## src/rtl/edge_detect_multi.sv

```systemverilog
// Multi-channel edge detector: per-channel glitch filter, polarity select,
// pulse stretching with re-trigger holdoff, sticky missed flags and saturating event counters.
module edge_detect_multi #(
  parameter int NCH     = 8,
  parameter int FILT    = 2,
  parameter int STRETCH = 4,
  parameter int HOLDOFF = 16,
  parameter int CNT_W   = 16
) (
  input  logic               clk,
  input  logic               rst,
  input  logic [NCH-1:0]     sig,
  input  logic [1:0]         mode,
  input  logic               en,
  input  logic               clr_cnt,
  output logic [NCH-1:0]     pulse,
  output logic               any_pulse,
  output logic [NCH-1:0]     missed,
  output logic [NCH*CNT_W-1:0] evt_cnt
);

  localparam int FC_W = (FILT > 1) ? $clog2(FILT + 1) : 1;
  localparam int HC_W = $clog2(HOLDOFF + 1);

  localparam logic [1:0] S_IDLE  = 2'd0;
  localparam logic [1:0] S_PULSE = 2'd1;
  localparam logic [1:0] S_HOLD  = 2'd2;

  localparam logic [FC_W-1:0]  FILT_LAST    = FC_W'(FILT - 1);
  localparam logic [HC_W-1:0]  STRETCH_LAST = HC_W'(STRETCH - 1);
  localparam logic [HC_W-1:0]  HOLD_LAST    = HC_W'(HOLDOFF - 1);
  localparam logic [CNT_W-1:0] CNT_MAX      = '1;
  // When the holdoff ends no later than the cycle after the pulse, skip HOLD entirely.
  localparam bit SKIP_HOLD = (HOLDOFF <= STRETCH + 1);

  logic                           primed_q, primed_d;
  logic [NCH-1:0]                 lvl_q, lvl_d;
  logic [NCH-1:0][FC_W-1:0]       fcnt_q, fcnt_d;
  logic [NCH-1:0][1:0]            state_q, state_d;
  logic [NCH-1:0][HC_W-1:0]       hc_q, hc_d;
  logic [NCH-1:0]                 pulse_q, pulse_d;
  logic [NCH-1:0]                 missed_q, missed_d;
  logic [NCH-1:0][CNT_W-1:0]      cnt_q, cnt_d;

  logic [NCH-1:0] flip;
  logic [NCH-1:0] qual;
  logic [NCH-1:0] accept;
  logic [NCH-1:0] drop;

  always_comb begin
    primed_d = 1'b1;
    lvl_d    = lvl_q;
    fcnt_d   = fcnt_q;
    state_d  = state_q;
    hc_d     = hc_q;
    pulse_d  = pulse_q;
    missed_d = missed_q;
    cnt_d    = cnt_q;
    flip     = '0;
    qual     = '0;
    accept   = '0;
    drop     = '0;

    for (int i = 0; i < NCH; i++) begin
      // Filter: the first primed edge only captures the level.
      if (!primed_q) begin
        lvl_d[i]  = sig[i];
        fcnt_d[i] = '0;
      end else if (sig[i] != lvl_q[i]) begin
        if (fcnt_q[i] == FILT_LAST) begin
          flip[i]   = 1'b1;
          lvl_d[i]  = sig[i];
          fcnt_d[i] = '0;
        end else begin
          fcnt_d[i] = fcnt_q[i] + 1'b1;
        end
      end else begin
        fcnt_d[i] = '0;
      end

      qual[i] = flip[i] & (lvl_q[i] ? mode[1] : mode[0]);

      case (state_q[i])
        S_IDLE: begin
          accept[i] = qual[i] & en;
          drop[i]   = qual[i] & ~en;
        end
        S_PULSE: begin
          drop[i] = qual[i];
          hc_d[i] = hc_q[i] + 1'b1;
          if (hc_q[i] == STRETCH_LAST) begin
            pulse_d[i] = 1'b0;
            state_d[i] = SKIP_HOLD ? S_IDLE : S_HOLD;
          end
        end
        S_HOLD: begin
          drop[i] = qual[i];
          hc_d[i] = hc_q[i] + 1'b1;
          if (hc_d[i] == HOLD_LAST) begin
            state_d[i] = S_IDLE;
          end
        end
        default: begin
          state_d[i] = S_IDLE;
          pulse_d[i] = 1'b0;
        end
      endcase

      if (accept[i]) begin
        pulse_d[i] = 1'b1;
        hc_d[i]    = '0;
        state_d[i] = S_PULSE;
      end

      // Clear applies first so a same-edge event or drop still registers.
      cnt_d[i] = clr_cnt ? '0 : cnt_q[i];
      if (accept[i] && (cnt_d[i] != CNT_MAX)) begin
        cnt_d[i] = cnt_d[i] + 1'b1;
      end
      missed_d[i] = (clr_cnt ? 1'b0 : missed_q[i]) | drop[i];
    end
  end

  always_ff @(posedge clk) begin
    if (rst) begin
      primed_q <= 1'b0;
      lvl_q    <= '0;
      fcnt_q   <= '0;
      state_q  <= '0;
      hc_q     <= '0;
      pulse_q  <= '0;
      missed_q <= '0;
      cnt_q    <= '0;
    end else begin
      primed_q <= primed_d;
      lvl_q    <= lvl_d;
      fcnt_q   <= fcnt_d;
      state_q  <= state_d;
      hc_q     <= hc_d;
      pulse_q  <= pulse_d;
      missed_q <= missed_d;
      cnt_q    <= cnt_d;
    end
  end

  assign pulse     = pulse_q;
  assign any_pulse = |pulse_q;
  assign missed    = missed_q;
  assign evt_cnt   = cnt_q;

endmodule
```

## config.mk

```make
export PLATFORM = sky130hd
export DESIGN_NAME = edge_detect_multi
export DESIGN_NICKNAME = d
export VERILOG_FILES = /design/src/rtl/edge_detect_multi.sv
export SDC_FILE = /design/constraint.sdc
export NUM_CORES = 1
export LEC_CHECK = 0
export BUFFER_PORTS_ARGS = -buffer_cell sky130_fd_sc_hd__buf_2
export CORE_MARGIN = 4
export CORE_UTILIZATION = 60
export CTS_CLUSTER_SIZE = 14
export DETAILED_ROUTE_END_ITERATION = 8
export MAX_ROUTING_LAYER = met4
export PLACE_DENSITY = 0.81
export SLEW_MARGIN = 20
export SYNTH_ARGS = -nofsm -noshare
export SYNTH_HDL_FRONTEND = slang
export SYNTH_SLANG_ARGS = --single-unit
```

## constraint.sdc

```tcl
create_clock -name clk -period 5.2 [get_ports clk]
set_input_delay 1.04 -clock clk [delete_from_list [all_inputs] [get_ports clk]]
set_output_delay 1.04 -clock clk [all_outputs]
set_load 0.005 [all_outputs]
```

==> metrics.md <==
| Metric | Value |
|---|---|
| Outcome | completed |
| Post-synth top flop | sky130_fd_sc_hd__dfxtp_1 |
| Number of buffers added by the clock tree synthesis step | 24 |
| Crit path max-delay family | buffers and inverters |
| Vias in the first global route | 10200 |
| RSZ-0062 raised after global routing | false |
| Syn Area/Cell | 8.67 sq um |
| Period utilisation layout | 0.617 |
| Sort of element at the end of the critical path | register |
| GR Util All Layers | 0.277 |
| Area of the mapped netlist | 12000 sq um |
| P_leak | 5.30 nW |
| Starting density of the core | 0.613 |
| Largest driver fanout on the critical path | 45 |
| Warnings, synthesis | 0 |
| Die Y | 149 um |
| Slew Limit Headroom | 0.321 |
| Clock tree from TritonCTS | done |
| Register-to-register path setup slack | 2.47 ns |
| 1st-pass router iterations | 6 |
| Area added between synthesis and finish | 14.8% |
| H-Tree Depth | 1 |
| Total number of vias | 10800 |
| Syn Inst Count | 1381 |
| Least-Margin Pin Slew | 1.02 ns |
| Placement Rows | 51 |
| Path type of the worst min-delay path | register to register |
| Fraction of final layout cells sized beyond drive strength 1 | 0.160 |
| Sinks on Clock Net | 225 |
| Average routed wire per standard cell | 17.0 um |
| Antenna Violating Nets Remaining | 0 |
| Clock insertion delay at the later pin of the skew report | 0.52 ns |
| Area of the core | 19500 sq um |
| Initial antenna violation count | 0 |
| Share of the yosys chip area belonging to registers | 0.376 |
| Hold violation total from the final report | 0 |
| Number of buffers added on ports | 158 |
| Synthesized flop and latch total | 225 |
| Max-cap viol count | 0 |
| Sequence of cells on the critical path | buf_2, inv_1, and4_1, a2111oi_0, xnor2_1, nor2_1 |
| Cell type of the slowest stage on the worst timing path | sky130_fd_sc_hd__buf_2 |
| Average vias per placed instance | 5.98 |
| Number of antenna repair diodes | 0 |
| Gpl congestion | 0.902 |
| Largest net degree at the start of global routing | 59 |
| Total routed wirelength | 30700 um |
| Horiz. Die Dim | 149 um |
| Pins Over Slew Limit | 0 |
| Number of unique standard cell types used by synthesis | 81 |
| Setup CP Type | input pin to register |
| Critical path buffers and inverters | 2 |
| Total gr overflow | 0 |
| Post-detailed-placement half-perimeter wirelength | 21700 um |
| Total of endpoints with negative setup slack in the final report | 0 |
| Pwr Total | 0.00359 W |
| Async set or reset register ratio after synthesis | 0 |
| Clock edge transition at the registers on the reported setup and hold paths | 0.06 ns |
| Signal arrival time at the worst endpoint | 3.59 ns |
| Count of cells resized by post-cts repair | 0 |
| Number of enable-type register cells in the synthesized netlist | 0 |
| Global-route wire length before repair | 50400 um |
| CP peak stage delay | 0.64 ns |
| Clock Root Buffer | sky130_fd_sc_hd__clkbuf_16 |
| Die area | 22300 sq um |
| Total nets after synthesis | 1459 |
| Worst-case clock buffer depth | 3 |
| Final min period | 3.21 ns |
| Worst vdd ir | 0.195 mV |
| Post-CTS Setup Bufs | 0 |
| Data required time at the worst endpoint | 5.59 ns |
| # fillers | 1574 |
| Maximum operating frequency | 0.312 GHz |
| Setup TNS | 0 ns |
| CTS Hold Bufs | 0 |
| Startpoint types | input pin |
| Final #Nets | 1599 |
| Number of primary I/O pins | 159 |
| DR DRC count | 0 |
| Violation count after the first detailed-routing iteration | 729 |
| Worst Clk Skew | 0.0115 ns |
| Power per unit of standard cell area | 261 nW/um^2 |
[cell usage after synthesis, drive strengths merged (11+ instances only)]
cell type / instances / area (sq um)
nor4: 34 / 240
o211ai: 14 / 115
ha: 64 / 801
or4: 16 / 128
and3: 15 / 93.8
nand2: 91 / 342
a21oi: 83 / 415
or3: 29 / 181
a211oi: 29 / 228
clkbuf: 43 / 161
a2111oi: 12 / 143
nand4: 40 / 256
and4: 12 / 105
buf: 11 / 62.6
nand2b: 14 / 87.6
dfxtp: 225 / 4500
nand3: 46 / 235
xnor2: 77 / 674
nor2b: 42 / 263
and4b: 11 / 110
mux2i: 11 / 110
nand3b: 13 / 97.6
inv: 55 / 206
xor2: 32 / 280
nor3: 19 / 95.1
o21ai: 47 / 235
nor2: 155 / 582
[cell families (layout without fill, tap and decap cells)]
group,Yosys count,after routing,share of synthesized area
adder cells (fa/ha/maj),64,64,0.0669
buffers and inverters,110,268,0.0363
AND/OR/NAND/NOR,597,597,0.280
multiplexers,13,13,0.0111
AO/OA/AOI/OAI,263,263,0.149
XOR/XNOR,109,109,0.0798
flip-flops,225,225,0.376
[worst paths after layout]
check | cells past startpoint | from | endpoint
setup / recovery | 6 | clr_cnt | evt_cnt[119]
hold / removal | 1 | fcnt_q[4] | fcnt_q[4]
setup reg to reg | 5 | primed_q | evt_cnt[45]
hold reg to reg | 1 | fcnt_q[4] | fcnt_q[4]
[sequential cells by signal, indices dropped and copies added (netlist names)]
signal	cells
lvl_q	8
evt_cnt	128
primed_q	1
missed	8
pulse	8
state_q	16
hc_q	40
fcnt_q	16
[power breakdown]
part           switching (W)  leakage [nW]  total (W)  internal [W]
Clock               0.000686         0.393    0.00170       0.00102
Sequential         0.0000125          1.81    0.00175       0.00174
Combinational      0.0000952          3.09   0.000137     0.0000416
[worst register-to-register path: stages, from the launching register on]
cell	delay [ns]
sky130_fd_sc_hd__dfxtp_1	0.84
sky130_fd_sc_hd__and3_1	0.34
sky130_fd_sc_hd__o211ai_2	0.24
sky130_fd_sc_hd__or4b_1	0.70
sky130_fd_sc_hd__or4_1	0.47
sky130_fd_sc_hd__nand2_1	0.09
[routing by layer]
metal	part of all wire	vias to the layer above	GRT usage	routed length, um
li1	-	5295	-	-
met1	0.44	5098	0.362	13600
met2	0.47	362	0.452	14500
met3	0.070	32	0.0574	2160
met4	0.012	0	0.0494	382
met5	0	-	-	0
[stage by stage]
stage / instance area (sq um) / instances / utilization / hold WS [ns] / setup WS [ns]
3_3_place_gp: 12900 / 1760 / 0.663 / 0.413 / 1.46
5_1_grt: 13700 / 1804 / 0.704 / 0.452 / 1.77
4_1_cts: 13700 / 1804 / 0.704 / 0.427 / 1.91
2_1_floorplan: 12000 / 1381 / - / 0.406 / 1.86
3_5_place_dp: 12900 / 1760 / 0.663 / 0.419 / 1.36
6_report: 13700 / 1804 / 0.704 / 0.426 / 1.99
[layout by cell type, fill, tap and decap left out, types with 6 or more instances in the layout]
master                      instances
sky130_fd_sc_hd__o2111ai_1          6
sky130_fd_sc_hd__nand4_1           39
sky130_fd_sc_hd__a211oi_1          27
sky130_fd_sc_hd__nand2_1           90
sky130_fd_sc_hd__o22ai_1            6
sky130_fd_sc_hd__clkbuf_1           7
sky130_fd_sc_hd__a211o_1            8
sky130_fd_sc_hd__and4_1            12
sky130_fd_sc_hd__or3_1             29
sky130_fd_sc_hd__buf_4             11
sky130_fd_sc_hd__a21oi_1           83
sky130_fd_sc_hd__nand2b_1          14
sky130_fd_sc_hd__mux2i_1           11
sky130_fd_sc_hd__and3_1            15
sky130_fd_sc_hd__nor4_1            31
sky130_fd_sc_hd__xnor2_1           77
sky130_fd_sc_hd__and4b_1           11
sky130_fd_sc_hd__o21ai_0           43
sky130_fd_sc_hd__nand4b_1           8
sky130_fd_sc_hd__and3b_1            9
sky130_fd_sc_hd__o31ai_1            7
sky130_fd_sc_hd__a2111oi_0         10
sky130_fd_sc_hd__dfxtp_1          225
sky130_fd_sc_hd__nand4bb_1          6
sky130_fd_sc_hd__or4b_2             7
sky130_fd_sc_hd__buf_2            157
sky130_fd_sc_hd__a31oi_1            9
sky130_fd_sc_hd__xor2_1            32
sky130_fd_sc_hd__nand3_1           45
sky130_fd_sc_hd__nor3_1            19
sky130_fd_sc_hd__or4_1             14
sky130_fd_sc_hd__o211ai_1          12
sky130_fd_sc_hd__nor2b_1           42
sky130_fd_sc_hd__ha_1              64
sky130_fd_sc_hd__and2_1             7
sky130_fd_sc_hd__clkbuf_8           6
sky130_fd_sc_hd__inv_1             55
sky130_fd_sc_hd__clkbuf_16         25
sky130_fd_sc_hd__nand3b_1          13
sky130_fd_sc_hd__nor2_1           155
[cell type report]
type	count	area [sq um]	share of cell area
Clock inverter	6	55.1	0.00401
Sequential cell	225	4500	0.328
Multi-Input combinational cell	1046	7040	0.512
Inverter	56	210	0.0153
Clock buffer	38	734	0.0534
Timing Repair Buffer	168	868	0.0632
Tap cell	265	332	0.0241
Note: power is estimated with default switching activity, not from simulation.
